==> config.mk <==
export PLATFORM = sky130hd
export DESIGN_NAME = alu_cmd_issue_flat
export DESIGN_NICKNAME = d
export VERILOG_FILES = /design/src/rtl/alu_cmd_issue_if.sv /design/src/rtl/alu_cmd_issue.sv /design/src/flat_wrapper.sv
export SDC_FILE = /design/constraint.sdc
export NUM_CORES = 1
export LEC_CHECK = 0
export ABC_AREA = 1
export ABC_CLOCK_PERIOD_IN_PS = 8000
export BUFFER_PORTS_ARGS = -buffer_cell sky130_fd_sc_hd__buf_2
export CAP_MARGIN = 15
export CELL_PAD_IN_SITES_DETAIL_PLACEMENT = 0
export CELL_PAD_IN_SITES_GLOBAL_PLACEMENT = 1
export CORE_ASPECT_RATIO = 0.9
export CORE_MARGIN = 2
export CORE_UTILIZATION = 35
export CTS_CLUSTER_SIZE = 24
export DETAILED_ROUTE_END_ITERATION = 10
export HOLD_SLACK_MARGIN = 0.03
export PLACE_DENSITY_LB_ADDON = 0.1
export SYNTH_ARGS = -nofsm -noshare
export SYNTH_HDL_FRONTEND = slang
export SYNTH_SLANG_ARGS = --single-unit
==> constraint.sdc <==
create_clock -name clk -period 8 [get_ports clk]
set_clock_uncertainty 0.05 [all_clocks]
set_input_delay 1.6 -clock clk [delete_from_list [all_inputs] [get_ports clk]]
set_output_delay 1.6 -clock clk [all_outputs]
set_load 0.05 [all_outputs]
==> src/rtl/alu_cmd_issue_if.sv <==
// Command and issue bundle between the command source, alu_cmd_issue, and the ALU units.
// master drives commands and reads the issue outputs; slave is the issue stage itself.
interface alu_cmd_issue_if #(
  parameter int in_width  = 16,
  parameter int cnt_width = 3
);
  logic                       cmd_valid;
  logic                       cmd_ready;
  logic [3:0]                 cmd_func;
  logic signed [in_width-1:0] cmd_a;
  logic signed [in_width-1:0] cmd_b;
  logic                       issue_hold;
  logic signed [in_width-1:0] a;
  logic signed [in_width-1:0] b;
  logic                       arith_enable;
  logic                       logic_enable;
  logic                       cmp_enable;
  logic                       shift_enable;
  logic [1:0]                 alu_func;
  logic                       issue_valid;
  logic [cnt_width-1:0]       fifo_count;

  modport master (
    output cmd_valid, cmd_func, cmd_a, cmd_b, issue_hold,
    input  cmd_ready, a, b, arith_enable, logic_enable, cmp_enable, shift_enable,
           alu_func, issue_valid, fifo_count
  );

  modport slave (
    input  cmd_valid, cmd_func, cmd_a, cmd_b, issue_hold,
    output cmd_ready, a, b, arith_enable, logic_enable, cmp_enable, shift_enable,
           alu_func, issue_valid, fifo_count
  );
endinterface

==> src/rtl/alu_cmd_issue.sv <==
// Command FIFO and registered issue stage feeding the ALU function units.
// Optional ALU_CMD_BYPASS_EN: an empty, unheld queue forwards an incoming command straight to the outputs.
module alu_cmd_issue #(
  parameter int in_width  = 16,
  parameter int depth     = 4,
  parameter int cnt_width = 3
) (
  input  logic           clk,
  input  logic           rst,
  alu_cmd_issue_if.slave bus
);
  localparam int PW = (depth > 1) ? $clog2(depth) : 1;

  typedef struct packed {
    logic [3:0]                 func;
    logic signed [in_width-1:0] a;
    logic signed [in_width-1:0] b;
  } cmd_t;

  cmd_t                       mem [depth];
  cmd_t                       in_cmd;
  cmd_t                       src;
  logic [PW-1:0]              wr_ptr, rd_ptr;
  logic [cnt_width-1:0]       count;
  logic                       push, pop, wr, go;
  logic signed [in_width-1:0] a_q, b_q;
  logic [1:0]                 func_q;
  logic [3:0]                 en;
  logic                       vld;

  assign in_cmd        = '{func: bus.cmd_func, a: bus.cmd_a, b: bus.cmd_b};
  assign bus.cmd_ready = (count != cnt_width'(depth));
  assign push          = bus.cmd_valid && bus.cmd_ready;
  assign pop           = (count != '0) && !bus.issue_hold;

`ifdef ALU_CMD_BYPASS_EN
  logic byp;
  // Bypass only when the queue is empty, so it can never overtake a queued command.
  assign byp = (count == '0) && !bus.issue_hold && bus.cmd_valid;
  assign wr  = push && !byp;
  assign go  = pop || byp;
  always_comb begin
    src = mem[rd_ptr];
    if (byp) src = in_cmd;
  end
`else
  assign wr  = push;
  assign go  = pop;
  assign src = mem[rd_ptr];
`endif

  always_ff @(posedge clk) begin
    if (wr) mem[wr_ptr] <= in_cmd;
  end

  always_ff @(posedge clk) begin
    if (rst) begin
      wr_ptr <= '0;
      rd_ptr <= '0;
      count  <= '0;
    end else begin
      if (wr)  wr_ptr <= wr_ptr + PW'(1);
      if (pop) rd_ptr <= rd_ptr + PW'(1);
      if (wr && !pop)      count <= count + cnt_width'(1);
      else if (!wr && pop) count <= count - cnt_width'(1);
    end
  end

  // Operands and sub-function keep their last issued values on idle cycles.
  always_ff @(posedge clk) begin
    if (rst) begin
      a_q    <= '0;
      b_q    <= '0;
      func_q <= '0;
      en     <= '0;
      vld    <= 1'b0;
    end else if (go) begin
      a_q    <= src.a;
      b_q    <= src.b;
      func_q <= src.func[1:0];
      en     <= 4'b0001 << src.func[3:2];
      vld    <= 1'b1;
    end else begin
      en     <= '0;
      vld    <= 1'b0;
    end
  end

  assign bus.a            = a_q;
  assign bus.b            = b_q;
  assign bus.alu_func     = func_q;
  assign bus.arith_enable = en[0];
  assign bus.logic_enable = en[1];
  assign bus.cmp_enable   = en[2];
  assign bus.shift_enable = en[3];
  assign bus.issue_valid  = vld;
  assign bus.fifo_count   = count;
endmodule

==> src/flat_wrapper.sv <==
// flat-port wrapper written by rule: the top's interface ports become plain ports
module alu_cmd_issue_flat 
#(
  parameter int in_width  = 16,
  parameter int depth     = 4,
  parameter int cnt_width = 3
)
  (clk, rst, bus_cmd_valid, bus_cmd_func, bus_cmd_a, bus_cmd_b, bus_issue_hold, bus_cmd_ready, bus_a, bus_b, bus_arith_enable, bus_logic_enable, bus_cmp_enable, bus_shift_enable, bus_alu_func, bus_issue_valid, bus_fifo_count);
  alu_cmd_issue_if #(.in_width(in_width), .cnt_width(cnt_width)) bus_i ();
  input  logic clk;
  input  logic rst;
  input wire logic [$bits(bus_i.cmd_valid)-1:0] bus_cmd_valid;
  input wire logic [$bits(bus_i.cmd_func)-1:0] bus_cmd_func;
  input wire logic [$bits(bus_i.cmd_a)-1:0] bus_cmd_a;
  input wire logic [$bits(bus_i.cmd_b)-1:0] bus_cmd_b;
  input wire logic [$bits(bus_i.issue_hold)-1:0] bus_issue_hold;
  output wire logic [$bits(bus_i.cmd_ready)-1:0] bus_cmd_ready;
  output wire logic [$bits(bus_i.a)-1:0] bus_a;
  output wire logic [$bits(bus_i.b)-1:0] bus_b;
  output wire logic [$bits(bus_i.arith_enable)-1:0] bus_arith_enable;
  output wire logic [$bits(bus_i.logic_enable)-1:0] bus_logic_enable;
  output wire logic [$bits(bus_i.cmp_enable)-1:0] bus_cmp_enable;
  output wire logic [$bits(bus_i.shift_enable)-1:0] bus_shift_enable;
  output wire logic [$bits(bus_i.alu_func)-1:0] bus_alu_func;
  output wire logic [$bits(bus_i.issue_valid)-1:0] bus_issue_valid;
  output wire logic [$bits(bus_i.fifo_count)-1:0] bus_fifo_count;
  assign bus_i.cmd_valid = bus_cmd_valid;
  assign bus_i.cmd_func = bus_cmd_func;
  assign bus_i.cmd_a = bus_cmd_a;
  assign bus_i.cmd_b = bus_cmd_b;
  assign bus_i.issue_hold = bus_issue_hold;
  assign bus_cmd_ready = bus_i.cmd_ready;
  assign bus_a = bus_i.a;
  assign bus_b = bus_i.b;
  assign bus_arith_enable = bus_i.arith_enable;
  assign bus_logic_enable = bus_i.logic_enable;
  assign bus_cmp_enable = bus_i.cmp_enable;
  assign bus_shift_enable = bus_i.shift_enable;
  assign bus_alu_func = bus_i.alu_func;
  assign bus_issue_valid = bus_i.issue_valid;
  assign bus_fifo_count = bus_i.fifo_count;
  alu_cmd_issue #(.in_width(in_width), .depth(depth), .cnt_width(cnt_width)) u_core (.clk(clk), .rst(rst), .bus(bus_i));
endmodule
==> run metrics <==
Post-Syn Instances ~860; Arrival @ worst endpoint 3480 ps; First DRT Iteration DRCs between 200 and 300; total power ~3.1 mW; Synth Net Count about 910; Fin. Hold Viols 0; largest net degree at the start of global routing 78; top cells by area, synth edfxtp_1, nand2_1, dfxtp_1; H-tree Lvls 4; Cell variety after synth 20; crit path cell chain buf_2, inv_1, nand2_4, ha_1, inv_1, fa_1, inv_1, nand2_1, nand3_1, nand2_1, nand2_1, nor2_1; CP max stage delay between 600 and 700 ps; Yosys top cell by area edfxtp_1; Skew-Pair Late Insertion Delay around 430 ps; die width approximately 160 um; dpl ws between 4000 and 5000 ps; clock transition at the registers of the reported paths roughly 70 ps; count leader, synth nand2_1; Post-Synth XOR/XNOR Area 0%; antenna-violating nets left 0; DR pass1 iterations 4; Peak supply drop 0.000141 V; Initial Utilization 35.9%; layout cells sized above 1 between 10% and 20%; Post-Layout Inst Area approximately 9300 um^2; CP max stage cell nand2_4; Commonest cells post-synth nand2_1, inv_1, edfxtp_1; Root Buffer clkbuf_16; Total Nets Final slightly below 1k; power density cells 330 nW/um^2; CTS tree built; Die Height approximately 150 um; Post-DP HPWL 9370 um; Fin Setup TNS 0 ps; Hold Path Class reg -> reg; Util after Layout 41.1%; Pleak 4.35 nW; CTS Buf Count 17; DR WL/cell ~14 um; number of synthesized flops with an enable pin 144; Die ar. about 24000 um^2; Worst Setup Slack, final a little under 5000 ps; sequential area share after synthesis between 60% and 70%; core box area between 20000 and 25000 um^2; post-CTS sizing 0; cts hold-fix bufs 0; Worst Path Max Fanout 72; number of I/O pins 83; final wirelength 16900 um; Setup Crit Path Kind in -> reg; global placer's final weighted congestion 0.676; post-route clock period utilization roughly two fifths; FILL cells 2255; global-route wire length before repair approximately 27000 um; Post-Synth Adder-Cell Area 1.02%; Mean Syn Cell Area between 9 and 10 um^2; Vias 5180; DP Area ~8700 um^2; initial antenna violation count 0; DRC viols 0; # rows 52; status finished clean; synth warn 0; CP Launch Type primary input; largest family of logic cells by synthesized area simple AND/OR/NAND/NOR gates; Synth top area share 53.4%; Post-CTS Setup Repair Bufs 0; Slew Viols, Final 0; worst endpoint required time between 8000 and 9000 ps; Worst setup EP type flop; total grt overflow 0; Simple-Gate Fraction of Synth Area about a fifth; final setup violation count 0; Avg Vias per Cell about 4.2; Slew HR approximately 31%; Yosys reg bits about 190; All-Layer GR Usage between 10% and 20%; Synth Area in Compound Gates 0.927%; CTS max path bufs 2; Ant. Diodes 0; post-synthesis mux area share 0%; max cap viols 0; clock sink count 192; Tmin final 3200 ps; synthesis-to-layout area growth 14.6%; vias in the first global route 4929; Synth async-reset ratio 0%; Achievable Freq 313 MHz; number of port buffers 82; ys flop type edfxtp_1; RSZ-0062 raised after global routing false; worst-margin pin slew ~1000 ps; Syn Std Cell Area around 8100 um^2
stage by stage:
step | hold slack [ps] | std cells
after floorplan | 409 | 862
after global placement | 436 | 1211
after detailed placement | 441 | 1211
after CTS | 453 | 1243
after global routing | 489 | 1243
final | 453 | 1243
flip-flops by register name, indices dropped and copies added (netlist names), named ones only:
name and flops:
u_core.bus.alu_func 2, u_core.bus.b 16, u_core.wr_ptr 2, u_core.mem 144, u_core.bus.a 16, u_core.rd_ptr 2, u_core.bus.fifo_count 3, u_core.bus.issue_valid 1
u_core.en 4
area by class of cell:
cell class	count	area (um^2)	share of cell area (%)
Clock buffer	22	454	4.89
Clock inverter	10	111	1.20
Inverter	189	709	7.64
Multi-Input combinational cell	446	1900	20.4
Sequential cell	192	5290	57.0
Tap cell	297	372	4.00
Timing Repair Buffer	87	448	4.83
worst paths after layout:
path                                          startpoint                       end  slack [ps]  cells after the start
worst min register to register          u_core.rd_ptr[0]                      flop         450                      2
worst max-delay path                      bus_issue_hold  u_core.bus.fifo_count[2]        4800                     12
worst max register to register  u_core.bus.fifo_count[0]  u_core.bus.fifo_count[2]        5470                     12
worst min-delay path                    u_core.rd_ptr[0]                      flop         450                      2
worst max-delay path, delay by kind of cell:
family / cells / cell delay, ps
buffers and inverters: 4 / 270
adder cells (fa/ha/maj): 2 / 670
AND/OR/NAND/NOR: 6 / 920
where the power goes:
group | switching, mW | internal (mW)
Combinational | 0.665 | 0.236
Sequential | 0.103 | 1.23
Clock | 0.358 | 0.468
routing by layer:
layer,vias up,GRT usage [%],wire [um]
met4,0,5.13,195
met5,-,0,0
met3,12,2.70,577
met2,75,24.1,7960
li1,2757,-,-
met1,2336,19.5,8170
placed cells by master, fill, tap and decap left out, drive strengths merged, types with 4 or more instances in the layout:
master	n
a21oi	4
buf	87
clkbuf	22
clkinv	6
dfxtp	48
edfxtp	144
ha	5
inv	190
nand2	269
nand3	73
nor2	86
o21ai	6
cell families (layout without fill, tap and decap cells):
family          after synthesis  count (layout)
fa+ha+maj                     6               6
buf+inv                     224             308
compound gates               12              12
simple gates                428             428
flops                       192             192
Power figures use the tool's default switching activity.
